===== config.mk =====
export PLATFORM = sky130hd
export DESIGN_NAME = caliptra_fpga_rt_regs
export DESIGN_NICKNAME = d
export VERILOG_FILES = /design/src/rtl/caliptra_fpga_rt_regs.sv
export SDC_FILE = /design/constraint.sdc
export NUM_CORES = 1
export LEC_CHECK = 0
export CORE_AREA = 3 3 266 268
export CTS_BUF_LIST = sky130_fd_sc_hd__clkbuf_4 sky130_fd_sc_hd__clkbuf_8 sky130_fd_sc_hd__clkbuf_16
export CTS_CLUSTER_DIAMETER = 60
export DETAILED_ROUTE_END_ITERATION = 10
export DIE_AREA = 0 0 269 271
export PLACE_DENSITY = 0.62
export SLEW_MARGIN = 25
export SYNTH_ARGS = -nofsm -noshare
export SYNTH_HDL_FRONTEND = slang
export SYNTH_SLANG_ARGS = --single-unit

===== constraint.sdc =====
create_clock -name clk -period 3 [get_ports clk]
set_input_delay 0.6 -clock clk [delete_from_list [all_inputs] [get_ports clk]]
set_output_delay 0.6 -clock clk [all_outputs]
set_load 0.01 [all_outputs]

===== src/rtl/caliptra_fpga_rt_regs.sv =====
// AXI4-Lite register block for the FPGA Caliptra wrapper: control/key/pauser registers,
// status and cycle-count readback, log FIFO read port and iTRNG FIFO write port.
module caliptra_fpga_rt_regs #(
  parameter int          ADDR_W    = 32,
  parameter logic [31:0] FIFO_BASE = 32'h0000_1000
) (
  input  logic              clk,
  input  logic              rst_b,
  input  logic              s_axil_awvalid,
  input  logic [ADDR_W-1:0] s_axil_awaddr,
  input  logic [2:0]        s_axil_awprot,
  output logic              s_axil_awready,
  input  logic              s_axil_wvalid,
  input  logic [31:0]       s_axil_wdata,
  input  logic [3:0]        s_axil_wstrb,
  output logic              s_axil_wready,
  output logic              s_axil_bvalid,
  output logic [1:0]        s_axil_bresp,
  input  logic              s_axil_bready,
  input  logic              s_axil_arvalid,
  input  logic [ADDR_W-1:0] s_axil_araddr,
  input  logic [2:0]        s_axil_arprot,
  output logic              s_axil_arready,
  output logic              s_axil_rvalid,
  output logic [31:0]       s_axil_rdata,
  output logic [1:0]        s_axil_rresp,
  input  logic              s_axil_rready,
  output logic [63:0]       gen_in_wires_o,
  output logic [255:0]      obf_key_o,
  output logic [31:0]       pauser_o,
  output logic [31:0]       itrng_div_o,
  output logic              ctl_pwrgood_o,
  output logic              ctl_rst_b_o,
  output logic              ctl_dbg_locked_o,
  output logic [1:0]        ctl_lifecycle_o,
  input  logic [63:0]       gen_out_wires_i,
  input  logic [6:0]        status_i,
  input  logic [31:0]       cycle_count_i,
  input  logic [7:0]        log_char_i,
  input  logic              log_valid_i,
  input  logic              log_empty_i,
  input  logic              log_full_i,
  output logic              log_rd_swacc_o,
  output logic [31:0]       itrng_data_o,
  output logic              itrng_wr_swacc_o,
  output logic              itrng_fifo_rst_o,
  input  logic              itrng_empty_i,
  input  logic              itrng_full_i
);

  // Word indices: the interface group sits at word 0, the FIFO group at FIFO_BASE.
  localparam logic [10:0] LOG_DATA_IDX   = FIFO_BASE[12:2];
  localparam logic [10:0] LOG_STAT_IDX   = FIFO_BASE[12:2] + 11'd1;
  localparam logic [10:0] ITRNG_DATA_IDX = FIFO_BASE[12:2] + 11'd2;
  localparam logic [10:0] ITRNG_STAT_IDX = FIFO_BASE[12:2] + 11'd3;

  logic [31:0]      gen_in0, gen_in1, pauser, itrng_div, itrng_data;
  logic [7:0][31:0] key;
  logic [4:0]       ctl;
  logic             fifo_rst;
  logic [10:0]      wr_idx, rd_idx;
  logic             wr_hs, rd_hs;
  logic [31:0]      rd_mux;
  logic             unused_bits;

  assign wr_idx = s_axil_awaddr[12:2];
  assign rd_idx = s_axil_araddr[12:2];
  assign wr_hs  = s_axil_awvalid && s_axil_wvalid && !s_axil_bvalid;
  assign rd_hs  = s_axil_arvalid && !s_axil_rvalid;

  assign s_axil_awready = wr_hs;
  assign s_axil_wready  = wr_hs;
  assign s_axil_arready = rd_hs;
  assign s_axil_bresp   = 2'b00;
  assign s_axil_rresp   = 2'b00;

  assign gen_in_wires_o   = {gen_in0, gen_in1};
  assign obf_key_o        = key;
  assign pauser_o         = pauser;
  assign itrng_div_o      = itrng_div;
  assign itrng_data_o     = itrng_data;
  assign itrng_fifo_rst_o = fifo_rst;
  assign ctl_pwrgood_o    = ctl[0];
  assign ctl_rst_b_o      = ctl[1];
  assign ctl_dbg_locked_o = ctl[2];
  assign ctl_lifecycle_o  = ctl[4:3];

  assign itrng_wr_swacc_o = wr_hs && (wr_idx == ITRNG_DATA_IDX);
  assign log_rd_swacc_o   = rd_hs && (rd_idx == LOG_DATA_IDX);

  assign unused_bits = ^{s_axil_awprot, s_axil_arprot, s_axil_awaddr[ADDR_W-1:13],
                         s_axil_awaddr[1:0], s_axil_araddr[ADDR_W-1:13], s_axil_araddr[1:0]};

  function automatic logic [31:0] merge(input logic [31:0] old, input logic [31:0] data,
                                        input logic [3:0] strb);
    logic [31:0] res;
    res = old;
    for (int i = 0; i < 4; i++)
      if (strb[i]) res[8*i +: 8] = data[8*i +: 8];
    return res;
  endfunction

  always_ff @(posedge clk or negedge rst_b) begin
    if (!rst_b) begin
      gen_in0       <= '0;
      gen_in1       <= '0;
      key           <= '0;
      ctl           <= '0;
      pauser        <= '0;
      itrng_div     <= '0;
      itrng_data    <= '0;
      fifo_rst      <= 1'b0;
      s_axil_bvalid <= 1'b0;
    end else begin
      if (wr_hs) begin
        s_axil_bvalid <= 1'b1;
        case (wr_idx)
          11'd0:          gen_in0    <= merge(gen_in0, s_axil_wdata, s_axil_wstrb);
          11'd1:          gen_in1    <= merge(gen_in1, s_axil_wdata, s_axil_wstrb);
          11'd12:         if (s_axil_wstrb[0]) ctl <= s_axil_wdata[4:0];
          11'd14:         pauser     <= merge(pauser, s_axil_wdata, s_axil_wstrb);
          11'd15:         itrng_div  <= merge(itrng_div, s_axil_wdata, s_axil_wstrb);
          ITRNG_DATA_IDX: itrng_data <= merge(itrng_data, s_axil_wdata, s_axil_wstrb);
          ITRNG_STAT_IDX: if (s_axil_wstrb[0]) fifo_rst <= s_axil_wdata[2];
          default:
            // Key words 0..7 live at word indices 4..11.
            if (wr_idx >= 11'd4 && wr_idx <= 11'd11)
              key[wr_idx[2:0] - 3'd4] <= merge(key[wr_idx[2:0] - 3'd4], s_axil_wdata, s_axil_wstrb);
        endcase
      end else if (s_axil_bready) begin
        s_axil_bvalid <= 1'b0;
      end
    end
  end

  always_comb begin
    rd_mux = '0;
    case (rd_idx)
      11'd0:          rd_mux = gen_in0;
      11'd1:          rd_mux = gen_in1;
      11'd2:          rd_mux = gen_out_wires_i[63:32];
      11'd3:          rd_mux = gen_out_wires_i[31:0];
      11'd12:         rd_mux = {27'b0, ctl};
      11'd13:         rd_mux = {25'b0, status_i};
      11'd14:         rd_mux = pauser;
      11'd15:         rd_mux = itrng_div;
      11'd16:         rd_mux = cycle_count_i;
      LOG_DATA_IDX:   rd_mux = {23'b0, log_valid_i, log_char_i};
      LOG_STAT_IDX:   rd_mux = {30'b0, log_full_i, log_empty_i};
      ITRNG_DATA_IDX: rd_mux = itrng_data;
      ITRNG_STAT_IDX: rd_mux = {29'b0, fifo_rst, itrng_full_i, itrng_empty_i};
      default:
        if (rd_idx >= 11'd4 && rd_idx <= 11'd11) rd_mux = key[rd_idx[2:0] - 3'd4];
    endcase
  end

  // Read data is frozen at the AR handshake so it stays stable while rready is low.
  always_ff @(posedge clk or negedge rst_b) begin
    if (!rst_b) begin
      s_axil_rvalid <= 1'b0;
      s_axil_rdata  <= '0;
    end else if (rd_hs) begin
      s_axil_rvalid <= 1'b1;
      s_axil_rdata  <= rd_mux;
    end else if (s_axil_rready) begin
      s_axil_rvalid <= 1'b0;
    end
  end

endmodule


==> results.md, run 1 <==
* Result of the run: complete, no violations
* Instance count of the mapped netlist at 2041
* Total length of routed wires at 117000 um
* Vias in the first global route at 22000
* PortBufs at 641
* Number of top-level design ports at 694
* Worst setup SP type: input port
* Die span in y at 271 um
* Total area of multi-input combinational cells at 11400 um^2
* Setup violations, final at 0
* Total routing resource utilization after global routing at 31.3%
* Max-slew violations at 0
* Clock insertion delay at the later pin of the skew report at about 600 ps
* Minimum period implied by the final worst setup slack at between 2000 and 3000 ps
* Die width at 269 um
* Worst EP required at 2400 ps
* Register-to-register setup slack at 660 ps
* Worst Path Buf+Inv at 3
* Relative slew margins at 42.2%
* Sequential element share of the synthesized area at 48.4%
* Least setup slack across all paths after layout at between 50 and 60 ps
* Total half-perimeter wirelength after legalization and detailed placement at roughly 87000 um
* Number of buffers inserted during clock tree synthesis at 55
* Number of H-tree levels at 2
* Critical path class: input port to output pin
* Clock Tree Root: clkbuf_16
* Largest fanout on the critical path at 5
* Maximum cell stage delay along the critical path at 460 ps
* Area of the mapped netlist at 23600 um^2
* Predominant post-synthesis flop cell: dfrtp_1
* Number of standard cells in the layout, taps in and fillers out at 3739
* Maximum number of pins on one net before global-route repair at 92
* Vias at 22000
* Average vias per placed instance at between 5 and 6
* Post-synth EDFFs at 0
* Final RePlAce weighted congestion at 0.945
* Number of antenna violations at the first check in global routing at 9
* Total die area at 72900 um^2
* Final total negative setup slack at 0 ps
* Placed instance count at 3633
* Layout Skew at 17.6 ps
* Residual antenna-violating net count after detailed routing at 0
* Setup Slack @ Placement at -120 ps
* Post-layout nets at 2990
* First-pass GRT wire length at 164000 um
* Placed cell areas at 32300 um^2
* Clock transition time at the flip-flop clock pins of the worst setup and hold paths at 60 ps
* Clock Sink Count at 456
* Max rail drop VDD at 383 uV
* Hold_buf cts at 0
* Post-Layout Inst Area at around 34000 um^2
* Max capacitance violation total at 0
* Synth unique cells at 69
* Final hold violation count at 0
* DRC errors left at 0
* Total power per unit cell area at 426 nW/um^2
* Remaining global-route overflow at 0
* Max Fclk at 340 MHz
* Synth-to-layout area growth at 44.7%
* Cell with the largest stage delay on the worst path: nor2_1
* Routed wirelength normalized by instance count at ~31 um
* CP Data Arrival Time at about 2400 ps
* Initial Util at 34.4%
* Number of detailed-route iterations in the first pass at 6
* CTS tree: done
* Num rows at 96
* Synth Register Bits at 456
* Proportion of register bits with asynchronous set or reset after synthesis at 100%
* Cell type group with the largest total delay on the critical path: simple AND/OR/NAND/NOR gates
* Average size of a mapped cell at 11.6 um^2
* Core region area at about 70000 um^2
* Warning count from the yosys run at 0
* Sequential cell area in the final layout at 11400 um^2
* DRT iter0 DRCs at 2150
* End-of-flow core utilization at 49.8%
* Class of the most critical hold timing path: input port to asynchronous set/reset pin
* Fraction of the cycle the final worst path needs at 98.2%
* Maximum buffer depth of the clock tree at 3
* Number of inserted filler cells in the final layout at 6093
* Critical-path cell list: clkdlybuf4s50_1, nor2_1, nand2_2, nor4b_4, buf_4, buf_12
* Worst-margin pin slew at 868 ps
* Share of post-route cells with drive strength above 1 at about a quarter
* Type of destination of the critical path: output pin
* Cell leakage power at 14.7 nW
## cell type report
class,instances,share of cell area [%]
flip-flops and latches,456,33.4
inverters,17,0.187
repair buffers,830,24.4
well taps,931,3.41
clock inverters,23,0.623
clock buffers,74,4.61
multi-input cells,1401,33.3
diodes,7,0.0513
## metal layers
| layer | vias up | track usage, % | wire, um | share of wire (%) |
|---|---|---|---|---|
| li1 | 9127 | - | - | - |
| met1 | 11200 | 40.7 | 46300 | 39 |
| met5 | - | 0 | 31 | 0.026 |
| met3 | 275 | 8.04 | 11600 | 9.9 |
| met2 | 1360 | 49.7 | 54100 | 46 |
| met4 | 4 | 12.7 | 5160 | 4.4 |
## worst register-to-register path, cell delays in order, from the launching register on
cell and delay [ps]:
dfrtp_1 430, mux4_2 480, a22oi_1 370, buf_4 210
o211ai_1 180, a222oi_1 370, o21ai_0 140
## cells in the mapped netlist, types with 13 or more instances
master | count | share of area (%)
a21oi_1 | 55 | 1.2
a221oi_1 | 45 | 1.7
a222oi_1 | 16 | 0.68
a22o_1 | 22 | 0.82
a22oi_1 | 32 | 1.0
a31oi_1 | 14 | 0.37
buf_2 | 54 | 1.1
buf_4 | 17 | 0.54
clkbuf_1 | 84 | 1.3
dfrtp_1 | 456 | 48
inv_1 | 15 | 0.24
mux2_2 | 260 | 12
mux2i_1 | 68 | 2.9
mux4_2 | 85 | 8.1
nand2_1 | 257 | 4.1
nand3_1 | 22 | 0.47
nor2_1 | 48 | 0.76
nor3_1 | 14 | 0.30
o211ai_1 | 19 | 0.60
o21ai_0 | 238 | 5.0
o221ai_1 | 13 | 0.48
o2bb2ai_1 | 24 | 0.89
## placed cells by master (no fill, tap or decap), types with 7 or more instances in the layout
cell type,instances
clkdlybuf4s50_1,632
dfrtp_1,456
mux2_2,260
nand2_1,257
o21ai_0,238
buf_4,151
mux4_2,85
mux2i_1,68
clkbuf_16,56
a21oi_1,55
nor2_1,46
a221oi_1,45
buf_12,41
a22oi_1,32
o2bb2ai_1,24
a22o_1,22
o211ai_1,19
nand3_1,16
a222oi_1,16
a31oi_1,14
inv_1,13
nor3_1,13
o221ai_1,13
nand3b_1,12
o21ai_1,12
and3_1,12
clkbuf_4,12
clkinv_2,12
nor2_2,10
nor2b_1,9
nor2_8,8
mux2_4,8
diode_2,7
nand4_1,7
o22a_1,7
a221o_1,7
a32oi_1,7
clkbuf_8,7
## worst paths after layout
path,to,cells after the start,startpoint
worst max-delay path,itrng_wr_swacc_o,6,s_axil_awaddr[6]
worst min-delay path,obf_key_o[205],1,rst_b
worst max register to register,s_axil_rdata[11],6,obf_key_o[11]
worst min register to register,s_axil_rdata[28],1,s_axil_rdata[28]
max in group asynchronous,gen_in0[11],2,rst_b
min in group clk,s_axil_rdata[28],1,s_axil_rdata[28]
## power breakdown
part	internal [mW]	switching [mW]	total [mW]
Clock	3.86	2.74	6.60
Combinational	0.699	0.958	1.66
Sequential	6.23	0.0675	6.30
## per-stage QoR
| stage | hold WS (ps) | total power [mW] |
|---|---|---|
| after global routing | 60.6 | 15.0 |
| after CTS | 57.0 | 14.6 |
| after floorplan | 304 | 6.98 |
| after detailed placement | 482 | 8.05 |
| final | 38.8 | 14.6 |
| after global placement | 469 | 8.03 |
## cells by family (layout without fill, tap and decap cells)
group                     Yosys count  count (layout)  share of synthesized area, %
buffers and inverters             187             944                          3.79
AOI/OAI and AO/OA                 536             536                          14.7
other                               1              11                        0.0159
DFF                               456             456                          48.4
xor gates and xnor gates            1               1                        0.0371
muxes                             426             426                          24.2
and+or+nand+nor                   434             434                          8.96
## state kept, by name, summed over array words and instances, names as in the netlist
register / cells
itrng_div_o: 32
itrng_data_o: 32
gen_in0: 32
s_axil_bvalid: 1
ctl: 5
pauser_o: 32
s_axil_rvalid: 1
s_axil_rdata: 32
gen_in1: 32
itrng_fifo_rst_o: 1
obf_key_o: 256
## what timing repair did
item | in CTS | in global routing
setup buffers | 1 | 2
pin swaps | 1 | 2
setup endpoints to repair | 1 | 4
gates resized for setup | 0 | 3
Power figures use the tool's default switching activity.
==> inputs of run 2 (changes only) <==
--- a/config.mk
+++ b/config.mk
@@ -5,12 +5,12 @@
 export SDC_FILE = /design/constraint.sdc
 export NUM_CORES = 1
 export LEC_CHECK = 0
-export CORE_AREA = 3 3 266 268
+export CORE_AREA = 3 3 270 272
 export CTS_BUF_LIST = sky130_fd_sc_hd__clkbuf_4 sky130_fd_sc_hd__clkbuf_8 sky130_fd_sc_hd__clkbuf_16
 export CTS_CLUSTER_DIAMETER = 60
 export DETAILED_ROUTE_END_ITERATION = 10
-export DIE_AREA = 0 0 269 271
-export PLACE_DENSITY = 0.62
+export DIE_AREA = 0 0 273 275
+export PLACE_DENSITY = 0.61
 export SLEW_MARGIN = 25
 export SYNTH_ARGS = -nofsm -noshare
 export SYNTH_HDL_FRONTEND = slang
==> run 2 against run 1 <==
  * Critical path type unchanged
  * Sequential cell count stayed put
  * Non-clock buffer count is 7 higher
  * Sequential share of layout area hardly changed
  * Count of clock-buffer cells in the layout stayed put
  * Final area hardly changed
  * Core utilization is 1.6 points lower
  * Largest power group unchanged
==> results.md, run 2 (synthesized netlist as in run 1, its figures left out) <==
* Critical path class: input port to output pin
* Setup violations, final at 0 (unchanged)
* Commonest non-fill, non-tap cell in the layout: clkdlybuf4s50_1
* Total half-perimeter wirelength after legalization and detailed placement at 89500 um (+3.0%)
* Total routing resource utilization after global routing at 30.5% (-0.80 points)
* Worst EP required at 2400 ps (about the same)
* Number of antenna violations at the first check in global routing at 16 (+7)
* Met1 usage in global routing at 39.7% (-0.91 points)
* GRT met2 Usage at 50.1% (+0.38 points)
* Fraction of the cycle the final worst path needs at 98.4% (+0.21 points)
* Residual antenna-violating net count after detailed routing at 0 (unchanged)
* CTS tree: done
* PortBufs at 641 (unchanged)
* Least setup slack across all paths after layout at 48.3 ps (-6.40 ps)
* Initial Util at 33.2% (-1.2 points)
* Share of post-route cells with drive strength above 1 at 24.8% (+0.13 points)
* Layout Skew at 24.0 ps (+6.39 ps)
* CP Data Arrival Time at 2350 ps (about the same)
* Max Fclk at 339 MHz (-0.22%)
* Number of top-level design ports at 694 (unchanged)
* Vias at 21900 (-0.55%)
* Average vias per placed instance at 5.81 (-1.2%)
* Total die area at 75100 um^2 (+3.0%)
* Worst setup SP type: input port
* Clock transition time at the flip-flop clock pins of the worst setup and hold paths at 60 ps (about the same)
* Clock insertion delay at the later pin of the skew report at 610 ps (about the same)
* Type of destination of the critical path: output pin
* Number of standard cells in the layout, taps in and fillers out at 3765 (+0.70%)
* Layer with the highest usage after global routing: met2
* Result of the run: complete, no violations
* Die width at 273 um (+1.5%)
* Max-slew violations at 0 (unchanged)
* Final RePlAce weighted congestion at 0.975 (+3.2%)
* Worst r2r path cells at 9 (+3)
* GR Util met3 at 7.11% (-0.93 points)
* Maximum number of pins on one net before global-route repair at 89 (-3.3%)
* Maximum buffer depth of the clock tree at 3 (unchanged)
* Final total negative setup slack at 0 ps (unchanged)
* Largest register FFs at 256 (unchanged)
* DRC errors left at 0 (unchanged)
* Post-layout nets at 2993 (+0.10%)
* Hold_buf cts at 0 (unchanged)
* Max rail drop VDD at 414 uV (+8.1%)
* Class of the most critical hold timing path: input port to asynchronous set/reset pin
* Cell leakage power at 14.6 nW (-0.13%)
* Total length of routed wires at 118000 um (+0.59%)
* First-pass GRT wire length at 166000 um (+0.84%)
* Max capacitance violation total at 0 (unchanged)
* Synth-to-layout area growth at 44.8% (about the same)
* Relative slew margins at 49.5% (+7.3 points)
* DRT iter0 DRCs at 2145 (-0.23%)
* Clock Tree Root: clkbuf_16
* Number of H-tree levels at 2 (unchanged)
* Number of detailed-route iterations in the first pass at 8 (+2)
* Total power consumption of the routed design at 14.6 mW (+0.19%)
* Total power per unit cell area at 427 nW/um^2 (about the same)
* Tightest hold margin at 4.80 ps (-34.0 ps)
* Final hold violation count at 0 (unchanged)
* Die span in y at 275 um (+1.5%)
* Placed instance count at 3657 (+0.66%)
* Core region area at 71000 um^2 (+3.5%)
* Setup Slack @ Placement at -417 ps (-296 ps)
* Routed wirelength normalized by instance count at 31.3 um (-0.11%)
* Clock Sink Count at 456 (unchanged)
* Minimum period implied by the final worst setup slack at 2950 ps (+6.40 ps)
* Vias in the first global route at 21900 (-0.37%)
* Number of buffers inserted during clock tree synthesis at 51 (-7.3%)
* Worst-margin pin slew at 736 ps (-131 ps)
* Num rows at 98 (+2.1%)
* Largest fanout on the critical path at 3 (-2)
* Remaining global-route overflow at 0 (unchanged)
* Highest-count cells in the layout ignoring fill and taps: clkdlybuf4s50_1 (633), dfrtp_1 (456), mux2_2 (260), nand2_1 (257), o21ai_0 (238)
run 2: final timing paths:
kind,slack [ps],startpoint,end
max,50,s_axil_araddr[5],log_rd_swacc_o
min,5,rst_b,s_axil_rdata[14]
max reg2reg,810,s_axil_bvalid,gen_in1[19]
min reg2reg,480,s_axil_rdata[29],s_axil_rdata[29]
max in group asynchronous,2000,rst_b,obf_key_o[189]
min in group clk,480,s_axil_rdata[29],s_axil_rdata[29]
run 2: cell type report:
cell class              instances  area (um^2)
repair buffers                837         8320
flip-flops and latches        456        11400
clock inverters                21          231
clock buffers                  74         1560
diodes                          9         22.5
fillers                      6385        36800
inverters                      17         67.6
multi-input cells            1401        11400
well taps                     950         1190
run 2: critical path: stages:
cell and delay (ps):
clkdlybuf4s50_1 570, nor3_2 230, nand2_1 150, nor3_1 220, clkdlybuf4s50_1 580
run 2: routing by layer:
metal  routed length (um)  vias up
met1                47100    11200
met4                 4150        4
met3                11100      212
met2                55600     1310
met5                   28        -
li1                     -     9108
run 2: power breakdown:
| group | leakage, nW | switching (mW) | total, mW | internal [mW] |
|---|---|---|---|---|
| combinational | 7.40 | 0.967 | 1.67 | 0.700 |
| clock | 0.902 | 2.67 | 6.63 | 3.96 |
| sequential | 6.33 | 0.0628 | 6.29 | 6.23 |
| total | 14.6 | 3.70 | 14.6 | 10.9 |
run 2: repair_timing:
action | 4_1_cts | 5_1_grt
setup endpoints to repair | 3 | 2
setup buffers | 3 | 1
pin swaps | 2 | 3
gates resized for setup | 4 | 3
run 2: stage by stage:
step                      instance area (um^2)  util [%]
after global routing                     34200      48.1
after CTS                                34100      48.1
after global placement                   32300      45.5
after detailed placement                 32300      45.5
final                                    34200      48.1
after floorplan                          23600         -
==> inputs of run 3 (changes only) <==
--- a/config.mk
+++ b/config.mk
@@ -15,3 +15,4 @@
 export SYNTH_ARGS = -nofsm -noshare
 export SYNTH_HDL_FRONTEND = slang
 export SYNTH_SLANG_ARGS = --single-unit
+export TNS_END_PERCENT = 30
==> results of run 3 <==
No change in the layout: final DEF, timing and power equal those of run 2.
